--- config.mk ---
export PLATFORM = sky130hd
export DESIGN_NAME = fetch_prefetch_queue_flat
export DESIGN_NICKNAME = d
export VERILOG_FILES = /design/src/rtl/fetch_prefetch_queue_if.sv /design/src/rtl/fetch_prefetch_queue.sv /design/src/flat_wrapper.sv
export SDC_FILE = /design/constraint.sdc
export NUM_CORES = 1
export LEC_CHECK = 0
export CORE_MARGIN = 4
export CORE_UTILIZATION = 50
export DETAILED_ROUTE_END_ITERATION = 16
export GPL_ROUTABILITY_DRIVEN = 0
export MAX_ROUTING_LAYER = met4
export PLACE_DENSITY_LB_ADDON = 0.15
export SLEW_MARGIN = 10
export SYNTH_ARGS = -nofsm -noshare
export SYNTH_HDL_FRONTEND = slang
export SYNTH_SLANG_ARGS = --single-unit
--- constraint.sdc ---
create_clock -name clk -period 7.55 [get_ports clk]
set_clock_uncertainty 0.05 [all_clocks]
set_input_delay 1.1325 -clock clk [delete_from_list [all_inputs] [get_ports clk]]
set_output_delay 1.1325 -clock clk [all_outputs]
set_load 0.03 [all_outputs]
--- src/rtl/fetch_prefetch_queue_if.sv ---
// Fetch-unit bundle: redirect/control inputs, instruction-memory port and decode handshake.
interface fetch_prefetch_queue_if #(
    parameter int unsigned DEPTH  = 4,
    parameter int unsigned ADDR_W = 32,
    parameter int unsigned DATA_W = 32
);
    localparam int unsigned CNT_W = $clog2(DEPTH + 1);

    logic              fetch_en;
    logic              redirect_valid;
    logic [ADDR_W-1:0] redirect_pc;
    logic              imem_req_valid;
    logic [ADDR_W-1:0] imem_addr;
    logic [DATA_W-1:0] imem_rdata;
    logic              dec_valid;
    logic              dec_ready;
    logic [DATA_W-1:0] dec_instr;
    logic [ADDR_W-1:0] dec_pc;
    logic [ADDR_W-1:0] dec_pc_plus4;
    logic [CNT_W-1:0]  q_count;

    // Fetch unit side
    modport master (
        input  fetch_en, redirect_valid, redirect_pc, imem_rdata, dec_ready,
        output imem_req_valid, imem_addr, dec_valid, dec_instr, dec_pc, dec_pc_plus4, q_count
    );

    // Core / memory side
    modport slave (
        output fetch_en, redirect_valid, redirect_pc, imem_rdata, dec_ready,
        input  imem_req_valid, imem_addr, dec_valid, dec_instr, dec_pc, dec_pc_plus4, q_count
    );
endinterface

--- src/rtl/fetch_prefetch_queue.sv ---
// Fetch front end: issues word reads, queues returned instructions for decode, flushes on redirect.
// Optional FETCH_PERF_CNT_EN adds saturating flush/stall counters.
module fetch_prefetch_queue #(
    parameter int unsigned       DEPTH    = 4,
    parameter int unsigned       ADDR_W   = 32,
    parameter int unsigned       DATA_W   = 32,
    parameter logic [ADDR_W-1:0] RESET_PC = '0
) (
    input logic clk,
    input logic rst,
    fetch_prefetch_queue_if.master bus
`ifdef FETCH_PERF_CNT_EN
    ,
    output logic [31:0] perf_flush_cnt,
    output logic [31:0] perf_stall_cnt
`endif
);
    localparam int unsigned PTR_W = $clog2(DEPTH);
    localparam int unsigned CNT_W = $clog2(DEPTH + 1);

    localparam logic [1:0] BOOT  = 2'd0;
    localparam logic [1:0] RUN   = 2'd1;
    localparam logic [1:0] PAUSE = 2'd2;

    logic [1:0]        state, stateNext;
    logic [ADDR_W-1:0] fetchPc, inflightPc;
    logic              inflight;
    logic [DATA_W-1:0] qInstr [DEPTH];
    logic [ADDR_W-1:0] qPc    [DEPTH];
    logic [PTR_W-1:0]  wrPtr, rdPtr;
    logic [CNT_W-1:0]  count;
    logic [DATA_W-1:0] holdInstr;
    logic [ADDR_W-1:0] holdPc, holdPcPlus4;

    logic              creditOk, reqValid, headValid, push, pop, flush;
    logic [DATA_W-1:0] headInstr;
    logic [ADDR_W-1:0] headPc;

    always_ff @(posedge clk or negedge rst) begin
        if (!rst) state <= BOOT;
        else      state <= stateNext;
    end

    // Next state, request decision and queue handshake
    always_comb begin
        stateNext = state;
        creditOk  = 1'b0;
        reqValid  = 1'b0;
        headValid = 1'b0;
        push      = 1'b0;
        pop       = 1'b0;
        flush     = 1'b0;
        headInstr = qInstr[rdPtr];
        headPc    = qPc[rdPtr];

        flush     = bus.redirect_valid;
        creditOk  = ((CNT_W+1)'(count) + (CNT_W+1)'(inflight)) < (CNT_W+1)'(DEPTH);
        reqValid  = (state == RUN) && creditOk && !flush;
        headValid = (count != '0);
        pop       = headValid && bus.dec_ready;
        push      = inflight && !flush;

        case (state)
            BOOT:    stateNext = bus.fetch_en ? RUN : PAUSE;
            RUN:     if (!bus.fetch_en) stateNext = PAUSE;
            PAUSE:   if (bus.fetch_en) stateNext = RUN;
            default: stateNext = BOOT;
        endcase
    end

    // Fetch PC, in-flight tracking, queue pointers and occupancy
    always_ff @(posedge clk or negedge rst) begin
        if (!rst) begin
            fetchPc    <= RESET_PC;
            inflight   <= 1'b0;
            inflightPc <= '0;
            wrPtr      <= '0;
            rdPtr      <= '0;
            count      <= '0;
        end else begin
            inflight <= reqValid;
            if (reqValid) inflightPc <= fetchPc;
            if (flush) begin
                fetchPc <= bus.redirect_pc & ~ADDR_W'(3);
                wrPtr   <= '0;
                rdPtr   <= '0;
                count   <= '0;
            end else begin
                if (reqValid) fetchPc <= fetchPc + ADDR_W'(4);
                if (push)     wrPtr   <= wrPtr + PTR_W'(1);
                if (pop)      rdPtr   <= rdPtr + PTR_W'(1);
                if (push && !pop)      count <= count + CNT_W'(1);
                else if (pop && !push) count <= count - CNT_W'(1);
            end
        end
    end

    always_ff @(posedge clk) begin
        if (push) begin
            qInstr[wrPtr] <= bus.imem_rdata;
            qPc[wrPtr]    <= inflightPc;
        end
    end

    // Last presented head, shown while the queue is empty
    always_ff @(posedge clk or negedge rst) begin
        if (!rst) begin
            holdInstr   <= '0;
            holdPc      <= '0;
            holdPcPlus4 <= '0;
        end else if (headValid) begin
            holdInstr   <= headInstr;
            holdPc      <= headPc;
            holdPcPlus4 <= headPc + ADDR_W'(4);
        end
    end

    assign bus.imem_req_valid = reqValid;
    assign bus.imem_addr      = reqValid ? fetchPc : '0;
    assign bus.dec_valid      = headValid;
    assign bus.dec_instr      = headValid ? headInstr : holdInstr;
    assign bus.dec_pc         = headValid ? headPc : holdPc;
    assign bus.dec_pc_plus4   = headValid ? headPc + ADDR_W'(4) : holdPcPlus4;
    assign bus.q_count        = count;

`ifdef FETCH_PERF_CNT_EN
    always_ff @(posedge clk or negedge rst) begin
        if (!rst) begin
            perf_flush_cnt <= '0;
            perf_stall_cnt <= '0;
        end else begin
            if (flush && (perf_flush_cnt != '1))
                perf_flush_cnt <= perf_flush_cnt + 32'd1;
            if (headValid && !bus.dec_ready && (perf_stall_cnt != '1))
                perf_stall_cnt <= perf_stall_cnt + 32'd1;
        end
    end
`endif

endmodule

--- src/flat_wrapper.sv ---
// flat-port wrapper written by rule: the top's interface ports become plain ports
module fetch_prefetch_queue_flat 
#(
    parameter int unsigned       DEPTH    = 4,
    parameter int unsigned       ADDR_W   = 32,
    parameter int unsigned       DATA_W   = 32,
    parameter logic [ADDR_W-1:0] RESET_PC = '0
)
  (clk, rst, bus_fetch_en, bus_redirect_valid, bus_redirect_pc, bus_imem_rdata, bus_dec_ready, bus_imem_req_valid, bus_imem_addr, bus_dec_valid, bus_dec_instr, bus_dec_pc, bus_dec_pc_plus4, bus_q_count);
  fetch_prefetch_queue_if #(.DEPTH(DEPTH), .ADDR_W(ADDR_W), .DATA_W(DATA_W)) bus_i ();
  input logic clk;
  input logic rst;
  input wire logic [$bits(bus_i.fetch_en)-1:0] bus_fetch_en;
  input wire logic [$bits(bus_i.redirect_valid)-1:0] bus_redirect_valid;
  input wire logic [$bits(bus_i.redirect_pc)-1:0] bus_redirect_pc;
  input wire logic [$bits(bus_i.imem_rdata)-1:0] bus_imem_rdata;
  input wire logic [$bits(bus_i.dec_ready)-1:0] bus_dec_ready;
  output wire logic [$bits(bus_i.imem_req_valid)-1:0] bus_imem_req_valid;
  output wire logic [$bits(bus_i.imem_addr)-1:0] bus_imem_addr;
  output wire logic [$bits(bus_i.dec_valid)-1:0] bus_dec_valid;
  output wire logic [$bits(bus_i.dec_instr)-1:0] bus_dec_instr;
  output wire logic [$bits(bus_i.dec_pc)-1:0] bus_dec_pc;
  output wire logic [$bits(bus_i.dec_pc_plus4)-1:0] bus_dec_pc_plus4;
  output wire logic [$bits(bus_i.q_count)-1:0] bus_q_count;
  assign bus_i.fetch_en = bus_fetch_en;
  assign bus_i.redirect_valid = bus_redirect_valid;
  assign bus_i.redirect_pc = bus_redirect_pc;
  assign bus_i.imem_rdata = bus_imem_rdata;
  assign bus_i.dec_ready = bus_dec_ready;
  assign bus_imem_req_valid = bus_i.imem_req_valid;
  assign bus_imem_addr = bus_i.imem_addr;
  assign bus_dec_valid = bus_i.dec_valid;
  assign bus_dec_instr = bus_i.dec_instr;
  assign bus_dec_pc = bus_i.dec_pc;
  assign bus_dec_pc_plus4 = bus_i.dec_pc_plus4;
  assign bus_q_count = bus_i.q_count;
  fetch_prefetch_queue #(.DEPTH(DEPTH), .ADDR_W(ADDR_W), .DATA_W(DATA_W), .RESET_PC(RESET_PC)) u_core (.clk(clk), .rst(rst), .bus(bus_i));
endmodule
[Word-level counts from Yosys, hierarchy flattened]
Memory sizes are Yosys's and may differ from the RTL's.
Cells that the tools add are included.
Widths: inputs -> output; s select.
Operators by class
  eq/ne operators: 4
  mux-type cells: 19
  $add $sub $neg: 7
  $lt $le $gt $ge: 1
  reduce and logical (&&, ||, !) cells: 16
Operators by type and width (count)
  $mux 32: 6
  $add 32x3->32 const B: 2
  $mux 2: 7
  $mux 3: 3
  $logic_and 1x1->1: 6
  $pmux 2 s3: 1
  $reduce_bool 2->1: 3
  $reduce_bool 3->1: 2
  $add 2x1->2 const B: 2
  $add 3x1->4: 1
  $lt 4x3->1 const B: 1
  $ne 2x2->1 const B: 2
  $add 3x1->3 const B: 1
  $logic_not 1->1: 3
  $sub 3x1->3 const B: 1
  $eq 2x1->1 const B: 1
  $eq 2x2->1 const B: 1
  $logic_not 2->1: 1
  $mux 1: 2
  $reduce_and 2->1: 1
Storage, ports and cells
  memory bits (writable): 256
  memories kept: 2
  bits in registers: 170
  input bits: 69
  output and inout port bits: 133
Memories
  u_core.qInstr: depth 4, width 32, read ports 1, clocked after memory_dff 0, write ports 1, RTL line fetch_prefetch_queue.sv:28  | logic [DATA_W-1:0] qInstr [DEPTH];
  u_core.qPc: depth 4, width 32, read ports 1, clocked after memory_dff 0, write ports 1, RTL line fetch_prefetch_queue.sv:29  | logic [ADDR_W-1:0] qPc [DEPTH];

[Logic depth before layout (Yosys ltp)]
Gate-level depths: netlist of the first run.
  depth in word-level cells: 7
  mapped depth: 9

[Least setup slack after synthesis of the first run]
OpenSTA, ideal clock, no wires.
  path type: register to output
  start point: reg u_core.rdPtr[0]
  end point: out bus_dec_pc_plus4[20]
  cell stages (with the launch flop): 10
  arrival time: 2.704 ns
  setup slack: 3.663 ns
  buffers on the path: 2
  cells stage by stage: dfrtp_1 -> buf_6 -> buf_6 -> mux4_2 -> ha_1 -> nand2_1 -> nor3_2 -> nand4_1 -> xor2_1 -> o21ai_0
On the way
  cells in the longest elaborated chain, start to end: 3
RTL lines
  start: declaration: RTL line fetch_prefetch_queue.sv:30  | logic [PTR_W-1:0] wrPtr, rdPtr;
  start signal: assignment: RTL line fetch_prefetch_queue.sv:91  | if (pop) rdPtr <= rdPtr + PTR_W'(1);
  $mem_v2 4x32
  $add 32x3->32: RTL line fetch_prefetch_queue.sv:123  | assign bus.dec_pc_plus4 = headValid ? headPc + ADDR_W'(4) : holdPcPlus4;
  $mux 32
  end: declaration: RTL line flat_wrapper.sv:23  | output wire logic [$bits(bus_i.dec_pc_plus4)-1:0] bus_dec_pc_plus4;
No other way between the ends.

[Final worst setup path of the first run]
  start point: reg u_core.rdPtr[1]
  end point: out bus_dec_pc_plus4[30]
The elaborated chain is that of the path after synthesis.

==> run_results.csv, run 1 <==
group,metric,value,unit
setup_path,worst-r2r-setup-slack,4.37,ns
synthesis,netlist_area,16600,um2
setup_path,r2r_start,"u_core.bus.q_count[0]",
sta,slew_viol_final,0,
synthesis,ys_ff_latch,414,
sta,fin_crit_sh,72.2,%
power,p_per_area,438,nW/um2
sta,fin_crit,5.45,ns
routing,drt_iter0_markers,523,
setup_path,start_kind,"flip-flop",
setup_path,max_stage_delay,0.76,ns
clock_network,numCtsBuffers,42,
synthesis,synth_edf_count,248,
final_layout,design_area,20300,um2
placed_design,numPortBuffers,197,
min_path,min_path_type,"flip-flop to flip-flop",
clock_network,cts_tree,"built",
placed_design,place_hpwl,20600,um
global_route,antenna_found_initial,0,
setup_path,required,6.37,ns
floorplanning,start_util,50.8,%
floorplanning,pin_count,202,
setup_path,cp.arrival,4.27,ns
synthesis,ys.warnings.count,0,
clock_network,cts_num_sinks,414,
clock_network,cts_buffer_depth,3,
global_route,gr-total-overflow,0,
final_layout,num_antenna_cells,0,
sta,rsz0062_at_grt,"no",
synthesis,synthCells,1114,
sta,fin_tns_setup,0,ns
global_route,grt.total_usage,19.2,%
setup_path,crit_slowest_cell,"clkdlybuf4s50_1",
routing,vias,9343,
floorplanning,die_width,190,um
final_layout,drive_above_1_share,13.1,%
synthesis,synthFlopType,"edfxtp_1",
flow_run,maxCapViolCount,0,
global_route,grt_pass1_vias,9548,
final_layout,final_common_cell,"nand2_1",
clock_network,cts_resized,0,
setup_path,crit_top_cell,"nand4_1",
min_path,hold_start,"u_core.holdInstr[24]",
routing,wl_per_cell,18.6,um
clock_network,insertion_delay,0.52,ns
sta,tightest_slew,0.986,ns
setup_path,crit_fanout,43,
synthesis,synth.distinct_cells,44,
min_path,holdPathEnd,"u_core.holdInstr[24]",
setup_path,end_kind,"primary output",
sta,max_freq,0.184,GHz
setup_path,critical_path.startpoint,"u_core.rdPtr[1]",
final_layout,final_cell_mix,"nand2_1 (265), edfxtp_1 (248), clkdlybuf4s50_1 (195)",
power,leakagePower,7.53,nW
placed_design,place_area,19000,um2
routing,drt-total-wl,33300,um
clock_network,clk_pin_slew,0.06,ns
final_layout,syn_to_final_growth,22.4,%
clock_network,htree_levels,2,
final_layout,nets,1391,
global_route,grt_max_degree,122,
synthesis,avgSynthCellArea,14.9,um2
sta,finalSetupViolations,0,
setup_path,cp_cell_sequence,"buf_4 > mux4_1 > nand4_1 > nor4_4 > nand4_1 > xor2_1 > o21ai_1 > clkdlybuf4s50_1",
clock_network,clk_root_buffer_cell,"clkbuf_16",
setup_path,r2r_cells,9,
floorplanning,die_area,36100,um2
clock_network,ctsHoldBuffers,0,
global_route,grt_pass1_wl,53400,um
floorplanning,die_y,190,um
sta,slew_headroom,33.7,%
setup_path,rr_endpoint,"u_core.bus.q_count[2]",
setup_path,path_class,"flip-flop to primary output",
floorplanning,rows,66,
routing,post-route-drc-count,0,
synthesis,ys_seq_area_share,70.0,%
sta,hold_viol_final,0,
routing,ant_nets,0,
synthesis,synth-async-reset-ratio,40.1,%
final_layout,utilization,62.2,%
status,outcome,"complete, no violations",
min_path,holdPathStages,2,
routing,drtPass1Iterations,4,
clock_network,postCtsSetupBuffers,0,
routing,vias_per_cell,5.22,
power,vdd_drop_max,0.441,mV
floorplanning,coreArea,32600,um2
[synthesized netlist by cell type (7+ instances only)]
library cell  count  share of area, %
and2_1           47               1.8
and3_1            9              0.34
clkbuf_1         39              0.88
dfrtp_1         166                25
edfxtp_1        248                45
mux2_2           32               2.2
mux2i_1           7              0.42
mux4_1           10               1.6
mux4_2           50               6.8
nand2_1         265               6.0
nand3_1          20              0.60
nand4_1          17              0.64
nor2_1           20              0.45
o21ai_0          52               1.6
o21ai_1           7              0.21
xnor2_1          19               1.0
xor2_1           42               2.2
[routing by layer]
layer / vias up / GRT usage, % / routed length [um]
li1: 4415 / - / -
met1: 4649 / 28.8 / 15900
met2: 235 / 28.0 / 14900
met3: 44 / 3.08 / 1840
met4: 0 / 4.59 / 624
met5: - / - / 0
[stage by stage]
stage	setup WS [ns]	hold slack [ns]	instances	total power [mW]
2_1_floorplan	3.66	0.375	1115	5.47
3_3_place_gp	2.61	0.391	1713	6.98
3_5_place_dp	2.59	0.401	1713	7.03
4_1_cts	2.02	0.414	1789	8.99
5_1_grt	1.84	0.431	1789	9.35
6_report	2.10	0.411	1789	8.87
[kinds of logic (layout without fill, tap and decap cells)]
family	after synthesis	in the layout	share of synthesized area [%]
other cells	1	2	0.0226
buf+inv	59	291	1.61
xor+xnor	61	61	3.22
mux	99	99	11.0
simple gates	405	405	11.4
fa+ha+maj	7	7	0.574
flops	414	414	70.0
compound gates	68	68	2.13
[worst max-delay path: cells and delay by family, from the launching register on]
family	cells	cell delay [ns]
muxes	1	0.38
DFF	1	0.71
and+or+nand+nor	3	0.89
AOI/OAI and AO/OA	1	0.15
buffers and inverters	2	1.42
xor gates and xnor gates	1	0.18
[power breakdown]
| part | leakage [nW] | internal, mW | switching [mW] |
|---|---|---|---|
| combinational | 2.60 | 1.44 | 2.35 |
| clock | 0.646 | 1.14 | 0.800 |
| sequential | 4.28 | 2.89 | 0.264 |
[sequential cells by signal, indices dropped and copies added, names as in the netlist, 2 cells and up]
signal	count
u_core.bus.q_count	3
u_core.fetchPc	30
u_core.holdInstr	32
u_core.holdPc	32
u_core.holdPcPlus4	32
u_core.inflightPc	30
u_core.qInstr	128
u_core.qPc	120
u_core.rdPtr	2
u_core.state	2
u_core.wrPtr	2
[worst max path at each step]
stage,to,slack (ns),cells after the start
after global placement,bus_dec_pc_plus4[30],2.61,8
after floorplan,bus_dec_pc_plus4[20],3.66,9
after detailed placement,bus_dec_pc_plus4[30],2.59,8
final,bus_dec_pc_plus4[30],2.10,8
after CTS,bus_dec_pc_plus4[31],2.02,8
after global routing,bus_dec_pc_plus4[30],1.84,8
[final cells by class]
| type | instances | area [um2] |
|---|---|---|
| clock buffer | 59 | 1200 |
| clock inverter | 17 | 105 |
| fill | 2433 | 12300 |
| inverter | 6 | 22.5 |
| multi-input combinational | 642 | 4720 |
| sequential | 414 | 11600 |
| tap | 442 | 553 |
| timing repair buffer | 209 | 2070 |
No activity file was read; power rests on OpenSTA's default activity.
==> run 2: changes to the inputs <==
- clock period: 7.55 -> 5.06 ns (I/O delays scaled with it)
==> run 2 against run 1 <==
  * Critical endpoint is now bus_dec_pc_plus4[20]
  * Total power rose by 54%
  * Critical path type unchanged
  * Clock-buffer cell count increased by 2
  * First-iteration DRC count grew 30%
  * Worst setup slack worse by 1.8 ns
  * Global-route usage grew 0.63 points
  * Non-clock buffer count increased by 5
==> run_results.csv, run 2 (synthesis gave the netlist of run 1 again) <==
group,metric,value,unit
placed_design,place_hpwl,21800,um
final_layout,syn_to_final_growth,24.1,%
setup_path,start_kind,"flip-flop",
final_layout,nets,1397,
floorplanning,die_area,36100,um2
status,outcome,"complete, no violations",
global_route,grt.total_usage,19.8,%
clock_network,cts_num_sinks,414,
routing,vias_per_cell,5.16,
min_path,min_path_type,"input pin to asynchronous set/reset pin",
routing,vias,9273,
clock_network,numCtsBuffers,43,
sta,fin_tns_setup,0,ns
setup_path,cp.arrival,3.95,ns
routing,drtPass1Iterations,5,
routing,ant_nets,0,
setup_path,required,4.25,ns
final_layout,fillers,2418,
setup_path,worst-path-buf-inv,1,
final_layout,design_area,20600,um2
setup_path,cp_cell_sequence,"mux4_2 > ha_1 > nand2_1 > nor3_2 > nand4_1 > xor2_1 > o21ai_0 > clkdlybuf4s50_1",
final_layout,regMostFlops,"u_core.qInstr",
sta,slew_viol_final,0,
setup_path,critPathTopFamily,"simple AND/OR/NAND/NOR gates",
routing,drt-total-wl,34000,um
final_layout,drive_above_1_share,13.7,%
sta,slew_headroom,33.0,%
placed_design,place_area,19100,um2
clock_network,clk_pin_slew,0.06,ns
clock_network,cts_buffer_depth,3,
power,p_per_area,663,nW/um2
final_layout,largest_reg_flops,128,
power,total_power,13.6,mW
clock_network,insertion_delay,0.53,ns
final_layout,final_cell_mix,"nand2_1 (265), edfxtp_1 (248), clkdlybuf4s50_1 (195)",
final_layout,reg_top3,"u_core.qInstr (128), u_core.qPc (120)",
routing,wl_per_cell,18.9,um
flow_run,maxCapViolCount,0,
floorplanning,start_util,50.8,%
floorplanning,rows,66,
setup_path,max_stage_delay,0.75,ns
global_route,grt_pass1_vias,9752,
global_route,met3_usage,3.03,%
power,vdd_drop_max,0.541,mV
global_route,gr-total-overflow,0,
final_layout,final_common_cell,"nand2_1",
floorplanning,pin_count,202,
sta,fin_ws,0.305,ns
sta,finalSetupViolations,0,
routing,drt_iter0_markers,680,
floorplanning,die_width,190,um
sta,tightest_slew,0.998,ns
global_route,grt_most_used_layer,"met1",
setup_path,end_kind,"primary output",
floorplanning,die_y,190,um
global_route,antenna_found_initial,0,
sta,hold_slack,0.220,ns
floorplanning,coreArea,32600,um2
global_route,gr-usage-met1,29.6,%
routing,post-route-drc-count,0,
placed_design,preCtsSetupSlack,0.702,ns
setup_path,crit_slowest_cell,"clkdlybuf4s50_1",
setup_path,path_class,"flip-flop to primary output",
clock_network,cts_tree,"built",
sta,hold_viol_final,0,
global_route,grt_pass1_wl,54600,um
power,leakagePower,7.64,nW
final_layout,num_antenna_cells,0,
sta,fin_crit_sh,94.0,%
sta,fin_crit,4.75,ns
placed_design,numPortBuffers,197,
global_route,globalRouteMet2Util,29.5,%
global_route,grt_max_degree,122,
clock_network,clk_root_buffer_cell,"clkbuf_16",
clock_network,htree_levels,2,
sta,rsz0062_at_grt,"no",
sta,max_freq,0.210,GHz
setup_path,crit_fanout,16,
-- run 2: cell types whose count changed in the layout (fill, tap and decap cells not counted), moves of 2 or more --
| cell | change |
|---|---|
| clkinv_2 | -3 |
| clkinv_1 | -3 |
| bufinv_16 | +5 |
| clkbuf_16 | +2 |
| buf_12 | +5 |
| clkinvlp_4 | +3 |
-- run 2: metal layers --
layer,up-vias,share of wire [%]
li1,4424,-
met1,4578,48
met2,241,45
met3,30,5.2
met4,0,1.3
met5,-,0
-- run 2: report_power, final --
group          leakage, nW  switching, mW  internal (mW)
Combinational         2.64           3.54           2.18
Clock                0.715           1.23           2.01
Sequential            4.28          0.369           4.31
Total                 7.64           5.15           8.49
-- run 2: final timing paths --
kind,slack [ns],endpoint,depth (start not counted),from
setup / recovery,0.31,bus_dec_pc_plus4[20],8,u_core.rdPtr[0]
hold / removal,0.22,u_core.holdPc[4],1,rst
setup reg to reg,2.12,u_core.bus.q_count[2],9,u_core.bus.q_count[0]
hold reg to reg,0.41,u_core.holdPc[4],2,u_core.holdPc[4]
max in group asynchronous,3.58,u_core.holdPc[22],2,rst
min in group clk,0.41,u_core.holdPc[4],2,u_core.holdPc[4]
-- run 2: cell type report --
| type | instances | area (um2) | area share [%] |
|---|---|---|---|
| inverters | 6 | 22.5 | 0.110 |
| well taps | 442 | 553 | 2.69 |
| repair buffers | 214 | 2170 | 10.6 |
| multi-input cells | 642 | 4720 | 23.0 |
| clock buffers | 61 | 1240 | 6.01 |
| clock inverters | 18 | 243 | 1.18 |
| flip-flops and latches | 414 | 11600 | 56.5 |
-- run 2: what timing repair did --
action / in CTS / in global routing
resized for setup: 0 / 1
hold buffers: 0 / 0
setup endpoints to repair: 0 / 6
setup buffers: 0 / 1
-- run 2: stage by stage --
stage	util, %	std cells
CTS	62.9	1796
global route	63.0	1797
detailed placement	58.4	1717
finish	63.0	1797
global placement	58.4	1717
floorplan	-	1115
